--- config.mk ---
export PLATFORM = sky130hd
export DESIGN_NAME = cache_refill_ctrl
export DESIGN_NICKNAME = d
export VERILOG_FILES = /design/src/rtl/cache_refill_ctrl.sv
export SDC_FILE = /design/constraint.sdc
export NUM_CORES = 1
export LEC_CHECK = 0
export BUFFER_PORTS_ARGS = -buffer_cell sky130_fd_sc_hd__buf_2
export CORE_AREA = 2 2 83 85
export CTS_CLUSTER_DIAMETER = 200
export DETAILED_ROUTE_END_ITERATION = 7
export DIE_AREA = 0 0 85 87
export PLACE_DENSITY_LB_ADDON = 0.1
export SKIP_LAST_GASP = 1
export SYNTH_ARGS = -nofsm -noshare
export SYNTH_HDL_FRONTEND = slang
export SYNTH_SLANG_ARGS = --single-unit
export TNS_END_PERCENT = 50
--- constraint.sdc ---
create_clock -name clk -period 1.69 [get_ports clk]
set_input_delay 0.169 -clock clk [delete_from_list [all_inputs] [get_ports clk]]
set_output_delay 0.169 -clock clk [all_outputs]
set_load 0.005 [all_outputs]
--- src/rtl/cache_refill_ctrl.sv ---
// rtl/cache_refill_ctrl.sv - cache miss refill controller (victim writeback, line refill, tag install)
//
// Purpose:
//   Accepts one cache miss at a time, reads the victim chosen by the LRU
//   block, optionally writes a dirty victim back, fetches the missing line
//   beat by beat into the data RAM, installs the tag and notifies the LRU.
//
// Configuration macro:
//   CACHE_WRITEBACK_EN - when defined, dirty victims are written back before
//                        the refill; when undefined the writeback states do
//                        not exist and wr_req/wr_addr are tied low.
//
// Ports:
//   clk, resetn                          clock, synchronous active-low reset
//   miss_valid/miss_ready                miss handshake (ready only in IDLE)
//   miss_index, miss_tag                 set and tag of the missing line
//   lru_way / lru_index                  replacement way for the driven set
//   lru_use, lru_use_way                 one-cycle LRU update at install
//   vict_rd / vict_tag, vict_dirty       victim read, data valid next cycle
//   wr_req, wr_addr, wr_ready, wr_done   victim writeback channel
//   rd_req, rd_addr, rd_ready            refill request channel
//   ret_valid, ret_last, ret_data        refill return beats
//   fill_we, fill_way, fill_index,
//   fill_word, fill_data, fill_tag_we    data/tag RAM write port
//   miss_done                            one-cycle pulse when line installed
module cache_refill_ctrl #(
  parameter int LOG_N      = 2,
  parameter int LOG_H      = 8,
  parameter int TAG_W      = 20,
  parameter int LINE_WORDS = 4
) (
  input  logic                          clk,
  input  logic                          resetn,
  input  logic                          miss_valid,
  output logic                          miss_ready,
  input  logic [LOG_H-1:0]              miss_index,
  input  logic [TAG_W-1:0]              miss_tag,
  input  logic [LOG_N-1:0]              lru_way,
  output logic [LOG_H-1:0]              lru_index,
  output logic                          lru_use,
  output logic [LOG_N-1:0]              lru_use_way,
  output logic                          vict_rd,
  input  logic [TAG_W-1:0]              vict_tag,
  input  logic                          vict_dirty,
  output logic                          wr_req,
  output logic [31:0]                   wr_addr,
  input  logic                          wr_ready,
  input  logic                          wr_done,
  output logic                          rd_req,
  output logic [31:0]                   rd_addr,
  input  logic                          rd_ready,
  input  logic                          ret_valid,
  input  logic                          ret_last,
  input  logic [31:0]                   ret_data,
  output logic                          fill_we,
  output logic [LOG_N-1:0]              fill_way,
  output logic [LOG_H-1:0]              fill_index,
  output logic [$clog2(LINE_WORDS)-1:0] fill_word,
  output logic [31:0]                   fill_data,
  output logic                          fill_tag_we,
  output logic                          miss_done
);

  localparam int WORD_W = $clog2(LINE_WORDS);
  // Byte-offset bits below the index in a 32-bit line address.
  localparam int OFF_W  = 32 - TAG_W - LOG_H;

  typedef enum logic [2:0] {
    IDLE    = 3'd0,
    LOOKUP  = 3'd1,
`ifdef CACHE_WRITEBACK_EN
    WB_REQ  = 3'd2,
    WB_WAIT = 3'd3,
`endif
    RD_REQ  = 3'd4,
    RD_RECV = 3'd5,
    FINISH  = 3'd6
  } state_t;

  state_t state, state_nxt;

  logic [LOG_H-1:0]  lat_index;
  logic [TAG_W-1:0]  lat_tag;
  logic [LOG_N-1:0]  lat_way;
  logic [WORD_W-1:0] word_cnt;

  logic accept;
  assign accept = (state == IDLE) && miss_valid;

`ifdef CACHE_WRITEBACK_EN
  logic [TAG_W-1:0] lat_vict_tag;

  always_ff @(posedge clk) begin
    if (!resetn) begin
      lat_vict_tag <= '0;
    end else if (state == LOOKUP) begin
      lat_vict_tag <= vict_tag;
    end
  end
`else
  // Victim data and the writeback channel have no consumer in this build.
  logic unused_wb;
  assign unused_wb = ^{vict_tag, vict_dirty, wr_ready, wr_done};
`endif

  // Miss context is captured once at accept and held until the next accept,
  // so LRU changes during the refill cannot redirect the fill.
  always_ff @(posedge clk) begin
    if (!resetn) begin
      lat_index <= '0;
      lat_tag   <= '0;
      lat_way   <= '0;
    end else if (accept) begin
      lat_index <= miss_index;
      lat_tag   <= miss_tag;
      lat_way   <= lru_way;
    end
  end

  // Beat counter: cleared when the refill is accepted, wraps on overlong bursts.
  always_ff @(posedge clk) begin
    if (!resetn) begin
      word_cnt <= '0;
    end else if (state == RD_REQ && rd_ready) begin
      word_cnt <= '0;
    end else if (state == RD_RECV && ret_valid) begin
      if (word_cnt == WORD_W'(LINE_WORDS - 1)) begin
        word_cnt <= '0;
      end else begin
        word_cnt <= word_cnt + WORD_W'(1);
      end
    end
  end

  always_ff @(posedge clk) begin
    if (!resetn) begin
      state <= IDLE;
    end else begin
      state <= state_nxt;
    end
  end

  always_comb begin
    state_nxt = state;
    case (state)
      IDLE:    if (miss_valid) state_nxt = LOOKUP;
`ifdef CACHE_WRITEBACK_EN
      LOOKUP:  state_nxt = vict_dirty ? WB_REQ : RD_REQ;
      WB_REQ:  if (wr_ready) state_nxt = WB_WAIT;
      WB_WAIT: if (wr_done) state_nxt = RD_REQ;
`else
      LOOKUP:  state_nxt = RD_REQ;
`endif
      RD_REQ:  if (rd_ready) state_nxt = RD_RECV;
      RD_RECV: if (ret_valid && ret_last) state_nxt = FINISH;
      FINISH:  state_nxt = IDLE;
      default: state_nxt = IDLE;
    endcase
  end

  // Moore outputs from state; vict_rd and the fill strobes/data follow inputs.
  always_comb begin
    miss_ready  = 1'b0;
    lru_index   = lat_index;
    lru_use     = 1'b0;
    lru_use_way = lat_way;
    vict_rd     = 1'b0;
    wr_req      = 1'b0;
    wr_addr     = '0;
    rd_req      = 1'b0;
    rd_addr     = '0;
    fill_we     = 1'b0;
    fill_way    = lat_way;
    fill_index  = lat_index;
    fill_word   = word_cnt;
    fill_data   = '0;
    fill_tag_we = 1'b0;
    miss_done   = 1'b0;
    case (state)
      IDLE: begin
        miss_ready = 1'b1;
        lru_index  = miss_index;
        vict_rd    = miss_valid;
      end
`ifdef CACHE_WRITEBACK_EN
      WB_REQ: begin
        wr_req  = 1'b1;
        wr_addr = {lat_vict_tag, lat_index, {OFF_W{1'b0}}};
      end
`endif
      RD_REQ: begin
        rd_req  = 1'b1;
        rd_addr = {lat_tag, lat_index, {OFF_W{1'b0}}};
      end
      RD_RECV: begin
        fill_we     = ret_valid;
        fill_data   = ret_valid ? ret_data : 32'd0;
        fill_tag_we = ret_valid && ret_last;
      end
      FINISH: begin
        lru_use   = 1'b1;
        miss_done = 1'b1;
      end
      default: ;
    endcase
  end

endmodule

==> key figures <==
STA
  • Hold WS: around 0.11 ns
  • Max Slew Vio Count: 0
  • F_max: approximately 600 MHz
  • Period utilisation layout: 1.001
  • Worst Slack Setup Final: -0.002118 ns
  • Post-layout min period: 1.692 ns
  • Final-report hold violation count: 0
  • RSZ-0062 raised after global routing: true
  • Final Skew: between 0.004 and 0.005 ns
  • Final setup TNS: -0.006868 ns
  • Setup-failing EPs final: 4

Logic synthesis
  • Yosys reg bits: 35
  • Sequential cell area fraction in the yosys report: 0.2999
  • Mapped Area: approximately 0.0023 mm²
  • Cell variety after synth: 26
  • Synthesized instance count: between 200 and 300
  • Post-synthesis average cell area: approximately 8.4 µm²
  • Yosys Warn Count: 0

CTS
  • Root Driver: clkbuf_8
  • Skew-Pair Late Insertion Delay: around 0.29 ns
  • Post-CTS Hold Fix Bufs: 0
  • Clock Tree Buf Depth: 2
  • Clock Sinks: 35
  • # H-tree levels: 2
  • CTS Buf Count: 5
  • TritonCTS clock tree: yes
  • Worst-path clk slew: roughly 0.070 ns

Critical path
  • Max incr delay on CP: around 0.37 ns
  • Highest-delay cell along the critical path: dfxtp_4
  • R2R Setup Slk: about 0.14 ns
  • Buffers plus inverters on the worst setup path: 3
  • Crit path DAT: approximately 1.5 ns
  • Delay-heaviest family, CP: buffers and inverters
  • CP startpoint kind: register
  • Crit-path max FO: 18
  • Worst EP required: ~1.5 ns
  • Critical setup path kind: reg2out
  • CP endpoint kind: primary output
  • Critical path cell sequence: buf_4, and4b_2, clkbuf_16, and2_1, buf_2

Finish
  • Share of cells above drive strength 1: 0.5336
  • Final core utilization: 0.4922
  • NumNets Final: around 520
  • Layout area overhead: 38.40%
  • Total inserted antenna cells: 0

Floorplan
  • Die Area: 0.007395 mm²
  • Core Region: between 0.006 and 0.007 mm²
  • Initial Util: 0.3556
  • I/O Pins: approximately 220
  • Die W: 85 µm
  • Die height: 87 µm
  • Row Count: 30

Route
  • Initial DRC Count: 47
  • Vias post-DR: around 2100
  • DR pass1 iterations: 4
  • Vias per cell: around 4.2
  • Wire per inst: 11.42 µm
  • Drt drc: 0
  • Final ANT Viol Nets: 0
  • Drt total wl: ~5800 µm

Global routing
  • Largest net degree at the start of global routing: 38
  • Tot GR Track Use: 0.1535
  • Number of global-route vias before repair: about 1900
  • First-pass GRT wire length: roughly 9000 µm
  • Remaining Overflow, GRT: 0
  • Initial antenna violation count: 0

Status
  • Outcome: complete, but fails checks
  • Failing checks: negative setup slack

Power and ir drop
  • Pwr Density: 718.7 mW/mm²
  • Maximum vdd drop: ~0.00035 V
  • Leak: between 1.5 and 2 nW

Place
  • GPL Wtd Cong: 0.7455
  • Post-DP HPWL: roughly 4200 µm
  • Port Buffers: around 160

Run
  • Max Cap Viol: 0

Worst hold path
  • Hold Crit Class: in2reg
## worst reg2reg max path: cells and delay by family, from the launching register on
kind | cells | cell delay, ns
AOI/OAI and AO/OA | 1 | 0.10
DFF | 1 | 0.36
and+or+nand+nor | 2 | 0.70
buffers and inverters | 2 | 0.32
## cell families after synthesis
| family | count (synthesis) | share of synthesized area |
|---|---|---|
| AOI/OAI and AO/OA | 33 | 0.1537 |
| adders and majority gates | 1 | 0.005355 |
| buffers and inverters | 60 | 0.1848 |
| muxes | 10 | 0.04714 |
| DFF | 35 | 0.2999 |
| other | 1 | 0.001605 |
| and+or+nand+nor | 137 | 0.3074 |
## sequential cells by signal (all words and copies together) (netlist names)
signal      count
fill_word       2
fill_index      8
state           3
lat_tag        20
fill_way        2
## Yosys cell counts, drive strengths merged
master	n	area share
and3	1	0.0027
nor2	6	0.0096
and2	61	0.16
inv	1	0.0038
conb	1	0.0016
clkbuf	10	0.016
a21boi	30	0.14
ha	1	0.0054
nand2	63	0.11
nor3	1	0.0043
a211oi	2	0.0064
nor2b	1	0.0027
mux2i	2	0.0086
mux2	8	0.039
nand2b	1	0.0027
a21bo	1	0.0043
buf	49	0.16
or4b	1	0.0059
and4b	1	0.0043
nor3b	1	0.0032
dfxtp	35	0.30
## per-stage QoR
step,instance area (µm²),setup slack [ns],instances,total power [W]
finish,3233,-0.002118,511,0.002324
global route,3233,-0.06011,511,0.002476
CTS,3151,-0.002592,508,0.002326
detailed placement,2999,0.1660,497,0.001530
global placement,2999,0.1624,497,0.001526
floorplan,2471,0.2205,313,0.001383
## power breakdown
part           switching, W  total [W]  internal [W]
sequential        0.0000433   0.000935      0.000891
combinational      0.000312   0.000635      0.000323
clock              0.000315   0.000754      0.000439
total              0.000670    0.00232       0.00165
## cell type report
type,count,area (µm²)
fill,664,3336
inverter,1,16.27
sequential,35,709.4
timing repair buffer,168,923.4
clock buffer,5,68.82
multi-input combinational,218,1363
tap,80,100.1
timing repair inverter,1,8.758
clock inverter,3,43.79
## cells in the final DEF (no fill, tap or decap), types with 2 or more instances in the layout
cell type  netlist  layout
buf_2            4     153
a211oi_1         2       2
buf_4           40       9
buf_6            4       4
mux2i_1          2       2
conb_1           1      37
mux2_2           8       5
dfxtp_4          0       2
and2_1          61      61
nor2_1           6       6
dfxtp_1         35      32
a21boi_2        29      29
mux2_4           0       3
nand2_1         56      56
clkbuf_8         0       5
nand2_2          7       7
## layer usage
layer / vias to the layer above / GRT usage / wire [µm]
met5: - / 0 / 0
met4: 0 / 0.03896 / 38
met2: 107 / 0.2599 / 2815
li1: 1097 / - / -
met3: 4 / 0.05118 / 584
met1: 921 / 0.1880 / 2397
## final timing paths
check                             startpoint       endpoint  cells past startpoint
worst max-delay path                state[0]  fill_data[10]                      5
worst min-delay path            miss_tag[15]    lat_tag[15]                      3
worst min register to register    lat_tag[6]     lat_tag[6]                      2
worst max register to register      state[1]  fill_index[3]                      5
## what timing repair did
| action | 4_1_cts | 5_1_grt |
|---|---|---|
| setup endpoints to repair | 41 | 41 |
| buffers inserted | 2 | 2 |
| resized for setup | 6 | 10 |
| gates cloned | 1 | 1 |
| endpoints found under the hold margin | 0 | 0 |
| pin swaps | 2 | 2 |
Note: power is estimated with default switching activity, not from simulation.
